File: config.mk
export PLATFORM = sky130hd
export DESIGN_NAME = mac_scheduler
export DESIGN_NICKNAME = d
export VERILOG_FILES = /design/src/rtl/mac_sched_pkg.sv /design/src/rtl/nibble_mul.sv /design/src/rtl/mac_scheduler.sv
export SDC_FILE = /design/constraint.sdc
export NUM_CORES = 1
export LEC_CHECK = 0
export ABC_AREA = 1
export BUFFER_PORTS_ARGS = -buffer_cell sky130_fd_sc_hd__buf_2
export CORE_MARGIN = 10
export CORE_UTILIZATION = 58
export DETAILED_ROUTE_END_ITERATION = 7
export PLACE_DENSITY = 0.8
export SETUP_SLACK_MARGIN = 0.15
export SKIP_CTS_REPAIR_TIMING = 1
export SYNTH_ARGS = -nofsm -noshare
export SYNTH_HDL_FRONTEND = slang
export SYNTH_SLANG_ARGS = --single-unit
File: constraint.sdc
create_clock -name clk -period 2.4 [get_ports clk]
set_clock_uncertainty 0.1 [all_clocks]
set_input_delay 0 -clock clk [delete_from_list [all_inputs] [get_ports clk]]
set_output_delay 0 -clock clk [all_outputs]
set_load 0.01 [all_outputs]
File: src/rtl/mac_sched_pkg.sv
// rtl/mac_sched_pkg.sv - shared state encoding and parameter defaults for mac_scheduler
package mac_sched_pkg;

    localparam int N_TERMS_DEF = 8;
    localparam int ACC_W_DEF   = 11;

    typedef enum logic [1:0] {
        ST_IDLE  = 2'd0,
        ST_ACCUM = 2'd1,
        ST_DRAIN = 2'd2,
        ST_DONE  = 2'd3
    } state_t;

    // Counter must hold the value N after the final accept, hence n+1.
    function automatic int cnt_width(input int n);
        return (n < 1) ? 1 : $clog2(n + 1);
    endfunction

endpackage

File: src/rtl/nibble_mul.sv
// rtl/nibble_mul.sv - combinational 4x4 unsigned multiplier
module nibble_mul (
    input  logic [3:0] i_a,
    input  logic [3:0] i_b,
    output logic [7:0] o_prod
);

    assign o_prod = {4'b0000, i_a} * {4'b0000, i_b};

endmodule

File: src/rtl/mac_scheduler.sv
// rtl/mac_scheduler.sv - time-shared dot product of N_TERMS nibble pairs over one multiplier
module mac_scheduler
    import mac_sched_pkg::*;
#(
    parameter int N_TERMS = N_TERMS_DEF,
    parameter int ACC_W   = ACC_W_DEF
) (
    input  logic             clk,
    input  logic             rst_n,
    input  logic             in_valid,
    output logic             in_ready,
    input  logic [7:0]       in_data,
    input  logic             abort,
    output logic             out_valid,
    input  logic             out_ready,
    output logic [ACC_W-1:0] out_data,
    output logic             busy
);

    localparam int                CNT_W    = cnt_width(N_TERMS);
    localparam logic [CNT_W-1:0]  LAST_IDX = CNT_W'(N_TERMS - 1);

    state_t             r_state;
    state_t             w_next;
    logic [CNT_W-1:0]   r_cnt;
    logic [7:0]         r_prod;
    logic               r_prod_vld;
    logic [ACC_W-1:0]   r_acc;

    logic               w_accept;
    logic               w_last;
    logic               w_clear;
    logic [7:0]         w_prod;

    nibble_mul u_mul (
        .i_a    (in_data[3:0]),
        .i_b    (in_data[7:4]),
        .o_prod (w_prod)
    );

    assign in_ready = (r_state == ST_IDLE) || (r_state == ST_ACCUM);
    assign w_accept = in_valid & in_ready;
    // The counter is zero in IDLE, so a single-term build takes the DRAIN branch on its first accept.
    assign w_last   = (r_cnt == LAST_IDX);
    assign out_data = out_valid ? r_acc : '0;

    always_ff @(posedge clk or negedge rst_n) begin
        if (!rst_n) begin
            r_state <= ST_IDLE;
        end else begin
            r_state <= w_next;
        end
    end

    always_comb begin
        w_next    = r_state;
        out_valid = 1'b0;
        busy      = 1'b1;
        w_clear   = 1'b0;
        case (r_state)
            ST_IDLE: begin
                busy = 1'b0;
                if (w_accept) begin
                    w_next = w_last ? ST_DRAIN : ST_ACCUM;
                end
            end
            ST_ACCUM: begin
                if (w_accept && w_last) begin
                    w_next = ST_DRAIN;
                end
            end
            ST_DRAIN: begin
                w_next = ST_DONE;
            end
            ST_DONE: begin
                out_valid = 1'b1;
                if (out_ready) begin
                    w_next  = ST_IDLE;
                    w_clear = 1'b1;
                end
            end
            default: begin
                w_next = ST_IDLE;
            end
        endcase
        // Abort wins over any accept or result handshake in the same cycle.
        if (abort) begin
            w_next  = ST_IDLE;
            w_clear = 1'b1;
        end
    end

    always_ff @(posedge clk or negedge rst_n) begin
        if (!rst_n) begin
            r_cnt      <= '0;
            r_prod     <= '0;
            r_prod_vld <= 1'b0;
            r_acc      <= '0;
        end else if (w_clear) begin
            r_cnt      <= '0;
            r_prod     <= '0;
            r_prod_vld <= 1'b0;
            r_acc      <= '0;
        end else begin
            if (w_accept) begin
                r_prod     <= w_prod;
                r_prod_vld <= 1'b1;
                r_cnt      <= r_cnt + CNT_W'(1);
            end else begin
                r_prod_vld <= 1'b0;
            end
            if (r_prod_vld) begin
                r_acc <= r_acc + ACC_W'(r_prod);
            end
        end
    end

endmodule

=== Word-level counts from Yosys, hierarchy flattened ===
Index checks and enable logic that the tools add are counted.

* Add/subtract/negate cells: 2
* $mul: 1
* Equality and inequality tests: 7
* Mux-type cells: 20
* Bitwise operators: 1
* Reductions and logical operators: 6

{| class="wikitable"
|+ Operators by type and width
! cell !! count
|-
| $mux W11 || 3
|-
| $mux W8 || 2
|-
| $add A11 B8 Y11 || 1
|-
| $mux W2 || 5
|-
| $mul A4 B4 Y8 || 1
|-
| $mux W4 || 2
|-
| $pmux W2 S4 || 1
|-
| $mux W1 || 7
|-
| $ne A3 B3 Y1 const B || 2
|-
| $add A4 B1 Y4 const B || 1
|-
| $eq A2 B2 Y1 const B || 2
|-
| $eq A4 B3 Y1 const B || 1
|-
| $reduce_bool A2 Y1 || 2
|-
| $ne A3 B2 Y1 const B || 1
|-
| $reduce_and A3 Y1 || 1
|-
| $eq A2 B1 Y1 const B || 1
|-
| $logic_not A2 Y1 || 1
|-
| $and A1 B1 Y1 || 1
|-
| $logic_and A1 B1 Y1 || 1
|-
| $logic_or A1 B1 Y1 || 1
|}

* Bits in registers: 26
* Input port bits: 13
* Output and inout bits: 14
* Word-level logic and storage cells: 42

=== Depth between registers and ports, before layout ===
Gate-level depths: netlist (run 1).

* Word-level depth: 7
* Mapped depth: 12
* Depth with buffers taken out: 12

=== Hierarchy ===
A second synthesis (run 1) with hierarchy kept.

* Cells, all modules: 298
* Area, all modules: 2278.4 um2

{| class="wikitable"
|+ By module, submodules not included
! module !! times used !! cells each !! area an instance (um2) !! seq. area each (um2)
|-
| mac_scheduler || 1 || 228 || 1810.5 || 650.6
|-
| nibble_mul || 1 || 70 || 467.9 || 0.0
|}

=== Worst setup path before layout (run 1) ===
No wires, ideal clock.

* Kind: input port to flip-flop
* From: input in_data[0]
* To: register r_prod[6]
* Setup time: 0.119 ns
* Arrival: 2.100 ns
* Data required time: 2.181 ns
* Setup slack: 0.081 ns
* Cell stages on the path: 10
* Buffers on the path: 0
* Path through: nand2_1 -> fa_1 -> inv_1 -> fa_1 -> inv_1 -> fa_1 -> o21ai_0 -> a21oi_1 -> nor2_1 -> o21ai_2

* Word-level cells in the longest chain between the ends: 3

{| class="wikitable"
|+ RTL lines
! item !! line !! RTL
|-
| start, declared || mac_scheduler.sv:12 || <nowiki>input logic [7:0] in_data,</nowiki>
|-
| $mul A4 B4 Y8 || nibble_mul.sv:8 || <nowiki>assign o_prod = {4'b0000, i_a} * {4'b0000, i_b};</nowiki>
|-
| $mux W8 || mac_scheduler.sv:105 || <nowiki>if (w_accept) begin</nowiki>
|-
| $mux W8 || mac_scheduler.sv:99 || <nowiki>end else if (w_clear) begin</nowiki>
|-
| end signal, assigned || mac_scheduler.sv:106 || <nowiki>r_prod <= w_prod;</nowiki>
|-
| end, declared || mac_scheduler.sv:26 || <nowiki>logic [7:0] r_prod;</nowiki>
|}

No other way between the ends. The select of a mux whose other input is x is not followed.
A chain may end at the register's enable or synchronous reset.

=== Worst setup path in the final report (run 1) ===
Same ends and word-level chain as after synthesis.

==> results of run 1 <==
[layout make-up]
class / instances / area [um^2] / area share, %
multi-input cells: 200 / 1249 / 50.97
clock buffers: 3 / 41.29 / 1.685
flip-flops and latches: 26 / 650.6 / 26.56
repair buffers: 34 / 197.7 / 8.069
inverters: 65 / 251.5 / 10.27
well taps: 48 / 60.06 / 2.451
[metrics by stage]
stage               hold WS (ns)  setup TNS, ns  total power (uW)
floorplan                -0.3956              0              1057
global placement        -0.06739              0              1207
detailed placement      -0.05738       -0.02607              1234
CTS                      -0.3533              0              1477
global route             0.05759              0              1592
finish                   0.03095              0              1465
[synthesized netlist by cell type (3+ instances only)]
cell type	count	area [um^2]
nand3_1	15	75.07
inv_1	60	225.2
ha_1	25	312.8
a22o_1	4	35.03
dfrtp_1	26	650.6
nand2_1	89	334.1
fa_1	5	100.1
a21oi_1	12	60.06
nor2_4	4	45.04
nand4_1	6	37.54
inv_2	3	11.26
nor2_1	12	45.04
nand3b_1	3	22.52
o21ai_0	7	35.03
[worst min-delay path: cells and delay by family]
family	cells	cell delay [ns]
buf+inv	2	0.14
compound gates	1	0.08
simple gates	2	0.14
[power by group through the flow]
stage	logic [uW]	clock network, uW	registers (uW)
finish	647	242	576
global route	745	261	586
CTS	653	249	575
detailed placement	652	0	583
global placement	629	0	578
floorplan	494	0	562
[how the worst max path moves through the flow]
stage                     from   endpoint  slack (ns)
floorplan           in_data[0]  r_prod[6]        0.15
global placement    in_data[0]  r_prod[6]        0.01
detailed placement  in_data[0]  r_prod[6]       -0.03
CTS                 in_data[0]  r_prod[6]        0.26
global route        in_data[0]  r_prod[6]        0.16
finish              in_data[0]  r_prod[6]        0.31
[registers in the layout (all words and copies together), names as in the netlist]
name and cells:
r_acc 11, r_cnt 4, r_prod 8, r_prod_vld 1, r_state 2
[logic make-up (layout without fill, tap and decap cells)]
kind of cell | count (synthesis) | count (layout) | share of synthesized area (%)
adder cells (fa/ha/maj) | 30 | 30 | 19.19
AO/OA/AOI/OAI | 30 | 30 | 8.372
buffers and inverters | 66 | 102 | 11.86
XOR/XNOR | 3 | 3 | 1.221
AND/OR/NAND/NOR | 137 | 137 | 29.13
flip-flops | 26 | 26 | 30.23
[routing by layer]
layer,share of wire (%),vias up
met5,0,-
li1,-,989
met2,48,29
met1,46,841
met3,4.1,7
met4,1.9,0
==> flow_summary.json, run 1 <==
{
  "slew_headroom_pct": 60.40,
  "p_int_uw": 865.8,
  "worst_pin_slew_ns": 0.5940,
  "synth-warning-count": 0,
  "ant_nets": 0,
  "crit_fanout": 2,
  "cp-end-kind": "register",
  "mostFrequentLayoutCells": "nand2_1, inv_1, buf_2, dfrtp_1, ha_1",
  "hp-start": "out_ready",
  "fin_ws_ns": 0.3064,
  "finalNonFillerCells": 376,
  "r2r-start": "r_prod[0]",
  "clkTransAtPathRegs_ns": 0.08,
  "hold_violations": 0,
  "grtUsageTotal_pct": 13.90,
  "cts_num_sinks": 26,
  "maxCapViolations": 0,
  "pwr-share-clk_pct": 16.5,
  "critPathTopFamily": "adder cells",
  "final_area_um2": 2450,
  "via_count": 1866,
  "post-route-period-util_pct": 87.23,
  "via_per_inst": 4.963,
  "power_density_nw_per_um2": 598.1,
  "grtUsageMet1_pct": 15.99,
  "max_freq_ghz": 0.4776,
  "cts_root_buffer": "clkbuf_8",
  "swShare_pct": 40.91,
  "r2r_cells": 8,
  "synth_flop_cell": "dfrtp_1",
  "final_nets": 373,
  "syn_inst": 292,
  "final-max-slew-violation-count": 0,
  "synth.avg_cell_area_um2": 7.370,
  "whs_path_depth": 5,
  "place.gp.congestion": 0.8405,
  "grt_max_degree": 27,
  "cts-htree-levels": 1,
  "r2r_end": "r_acc[8]",
  "power_switching_uw": 599.4,
  "met3_usage_pct": 2.318,
  "combPwrFrac_pct": 44.2,
  "synth-edff-count": 0,
  "syn_nets": 335,
  "cpPeakStageDelay_ns": 0.55,
  "drc": 0,
  "grt_overflow": 0,
  "ys_seq_area_share_pct": 30.23,
  "setup_viol": 0,
  "synth.cell_area_um2": 2152,
  "antennaDiodeCount": 0,
  "die_area_um2": 6547,
  "path_depth": 11,
  "leakage_uw": 0.001529,
  "first_iter_violations": 79,
  "num_rows": 22,
  "clk_latency_ns": 0.27,
  "cpMaxStageDelayCell": "fa_1",
  "yosys_register_bits": 26,
  "min_path_type": "primary input to register",
  "antenna_found_initial": 0,
  "dp_hpwl_um": 3521,
  "ys_types": 29,
  "busiest_layer": "met2",
  "post-route-util_pct": 67.42,
  "criticalPathCategory": "primary input to register",
  "vdd_drop_max_v": 0.0004662,
  "worstPathArrival_ns": 2.16,
  "preCtsSetupSlack_ns": -0.02607,
  "layout-drive-gt1-share_pct": 16.46,
  "dp_cells": 370,
  "min_to": "r_state[1]",
  "dieHeight_um": 80.92,
  "mostFrequentLayoutCell": "nand2_1",
  "r2r_slack_ns": 0.51,
  "nFillCells": 330,
  "ios": 27,
  "cts_made_buffers": 3,
  "fp.dieW_um": 80.92,
  "layout_min_cycle_time_ns": 2.094,
  "synthArstFlopShare_pct": 100.0,
  "p_seq_share_pct": 39.3,
  "required_ns": 2.47,
  "placed_area_um2": 2379,
  "worst-path-buf-inv": 3,
  "firstDrtPassIters": 4,
  "rsz0062_at_grt": "no",
  "cp-start-kind": "primary input",
  "grt_use_met2_pct": 25.00,
  "status": "complete, no violations",
  "crit_chain": "buf_2 > nand2_1 > fa_1 > inv_1 > fa_1 > inv_1 > fa_2 > o21ai_1 > a21oi_1 > nor2_1 > o21ai_2",
  "wire_per_inst_um": 11.20,
  "cts_tree": "built",
  "first_global_vias": 1740,
  "coreArea_um2": 3633,
  "grt_pass1_wl_um": 7424,
  "areaGrowthSynthToFinish_pct": 13.84,
  "portBuffers": 26,
  "start_util_pct": 59.23,
  "totalWireLength_um": 4212,
  "clockBufferDepth": 2
}
Power figures use the tool's default switching activity.
==> run 2, diff against run 1 <==
--- a/config.mk
+++ b/config.mk
@@ -8,9 +8,9 @@
 export ABC_AREA = 1
 export BUFFER_PORTS_ARGS = -buffer_cell sky130_fd_sc_hd__buf_2
 export CORE_MARGIN = 10
-export CORE_UTILIZATION = 58
+export CORE_UTILIZATION = 53
 export DETAILED_ROUTE_END_ITERATION = 7
-export PLACE_DENSITY = 0.8
+export PLACE_DENSITY = 0.77
 export SETUP_SLACK_MARGIN = 0.15
 export SKIP_CTS_REPAIR_TIMING = 1
 export SYNTH_ARGS = -nofsm -noshare
==> constraint.sdc (replaced) <==
create_clock -name clk -period 1.87 [get_ports clk]
set_clock_uncertainty 0.1 [all_clocks]
set_input_delay 0 -clock clk [delete_from_list [all_inputs] [get_ports clk]]
set_output_delay 0 -clock clk [all_outputs]
set_load 0.01 [all_outputs]
==> run 2 against run 1 <==
Effect of this change: die area up 7.1%; final cell count up 2.4%; the run now ends with setup timing left; cell area up 10%; clock power is 95% higher; clock-buffer cell count unchanged; sequential power grew 28%; via count up 3.5%; non-clock buffer count grew 6; global-route usage fell by 0.75 points.
==> flow_summary.json, run 2 (synthesis results as in run 1) <==
{
  "dieHeight_um": 83.72,
  "cts_tree": "built",
  "coreArea_um2": 3971,
  "die_area_um2": 7009,
  "antenna_found_initial": 0,
  "required_ns": 1.98,
  "grtUsageTotal_pct": 13.15,
  "crit_chain": "buf_8 > nand2_8 > fa_1 > inv_1 > fa_1 > inv_2 > fa_2 > o21ai_1 > a21oi_1 > nand2_1 > nand2_1 > o21ai_2",
  "start_util_pct": 54.19,
  "hp-start": "out_ready",
  "num_rows": 23,
  "power_uw": 2150,
  "vdd_drop_max_v": 0.0005668,
  "antennaDiodeCount": 0,
  "min_to": "r_state[1]",
  "mostFrequentLayoutCells": "nand2_1, inv_1, dfrtp_1",
  "worst-path-buf-inv": 3,
  "first_global_vias": 1866,
  "status": "finished with violations",
  "worstPathArrival_ns": 2.09,
  "cp-start-kind": "primary input",
  "finalNonFillerCells": 385,
  "nFillCells": 337,
  "leakage_uw": 0.001585,
  "clkTransAtPathRegs_ns": 0.10,
  "clockBufferDepth": 2,
  "grt_pass1_wl_um": 8010,
  "clk_latency_ns": 0.27,
  "critPathTopFamily": "adder cells",
  "firstDrtPassIters": 4,
  "cts-htree-levels": 1,
  "worst_pin_slew_ns": 0.5825,
  "fin_ws_ns": -0.1006,
  "crit_fanout": 2,
  "portBuffers": 26,
  "cts_made_buffers": 3,
  "cp-end-kind": "register",
  "final_nets": 379,
  "totalWireLength_um": 4730,
  "first_iter_violations": 54,
  "max_freq_ghz": 0.5075,
  "areaGrowthSynthToFinish_pct": 25.47,
  "drc": 0,
  "rsz0062_at_grt": "yes",
  "grt_max_degree": 27,
  "ios": 27,
  "wire_per_inst_um": 12.29,
  "cpMaxStageDelayCell": "fa_1",
  "criticalPathCategory": "primary input to register",
  "r2r_cells": 8,
  "r2r_end": "r_acc[8]",
  "power_density_nw_per_um2": 796.2,
  "r2r-start": "r_acc[0]",
  "setup_viol": 3,
  "post-route-period-util_pct": 105.4,
  "slew_headroom_pct": 61.17,
  "tns_ns": -0.1681,
  "r2r_slack_ns": 0.17,
  "regMostFlops": "r_acc",
  "violations": "setup timing",
  "layout_min_cycle_time_ns": 1.971,
  "maxCapViolations": 0,
  "min_path_type": "primary input to register",
  "whs_path_depth": 5,
  "place.gp.congestion": 0.7914,
  "mostFrequentLayoutCell": "nand2_1",
  "dp_cells": 378,
  "fp.dieW_um": 83.72,
  "dp_hpwl_um": 3582,
  "ant_nets": 0,
  "layout-drive-gt1-share_pct": 24.18,
  "hold_violations": 0,
  "grt_overflow": 0,
  "via_per_inst": 5.018,
  "cts_root_buffer": "clkbuf_8",
  "cts_num_sinks": 26,
  "largest_reg_flops": 11,
  "via_count": 1932,
  "final-max-slew-violation-count": 0,
  "reg_top3": "r_acc: 11 flops, r_prod: 8 flops, r_cnt: 4 flops",
  "cpPeakStageDelay_ns": 0.54
}
==> run 2: how the worst max path moves through the flow <==
| stage | startpoint | cells after the start | endpoint | slack [ns] |
|---|---|---|---|---|
| 6_report | in_data[5] | 12 | r_prod[6] | -0.10 |
| 5_1_grt | in_data[5] | 11 | r_prod[6] | -0.17 |
| 4_1_cts | in_data[5] | 12 | r_prod[6] | -0.15 |
| 3_5_place_dp | in_data[5] | 12 | r_prod[6] | -0.44 |
| 3_3_place_gp | in_data[5] | 12 | r_prod[6] | -0.39 |
| 2_1_floorplan | in_data[5] | 10 | r_prod[6] | -0.19 |
==> run 2: tightest hold or removal path: cells and delay by family <==
family,cells,cell delay (ns)
buffers and inverters,2,0.14
AOI/OAI and AO/OA,1,0.07
and+or+nand+nor,2,0.15
==> run 2: final cells by class <==
cell class | count | area [um^2] | area share, %
multi-input cells | 200 | 1389 | 51.44
flip-flops and latches | 26 | 650.6 | 24.10
repair buffers | 40 | 275.3 | 10.19
well taps | 50 | 62.56 | 2.317
inverters | 65 | 251.5 | 9.314
clock inverters | 1 | 30.03 | 1.112
clock buffers | 3 | 41.29 | 1.529
==> run 2: report_power, final <==
group | switching [uW] | total (uW) | leakage [uW] | internal, uW
registers | 86.7 | 738 | 0.000356 | 651
logic | 559 | 941 | 0.00119 | 383
clock network | 184 | 471 | 0.0000357 | 287
total | 830 | 2150 | 0.00158 | 1320
==> run 2: layer usage <==
layer  share of wire, %  global-route usage, %
met1                 41                  15.17
met2                 53                  23.90
met3                4.0                  2.148
met4                1.6                  4.110
met5                  0                      0
==> run 2: through the flow <==
step                hold WS, ns  worst slack (ns)  area, um^2  util, %
floorplan               -0.3956           -0.1943        2183        -
global placement       -0.06715           -0.3899        2455    61.81
detailed placement     -0.06474           -0.4426        2455    61.81
global route            0.06600           -0.1657        2700    67.99
finish                  0.02523           -0.1006        2700    67.99
CTS                     -0.3666           -0.1515        2526    63.61
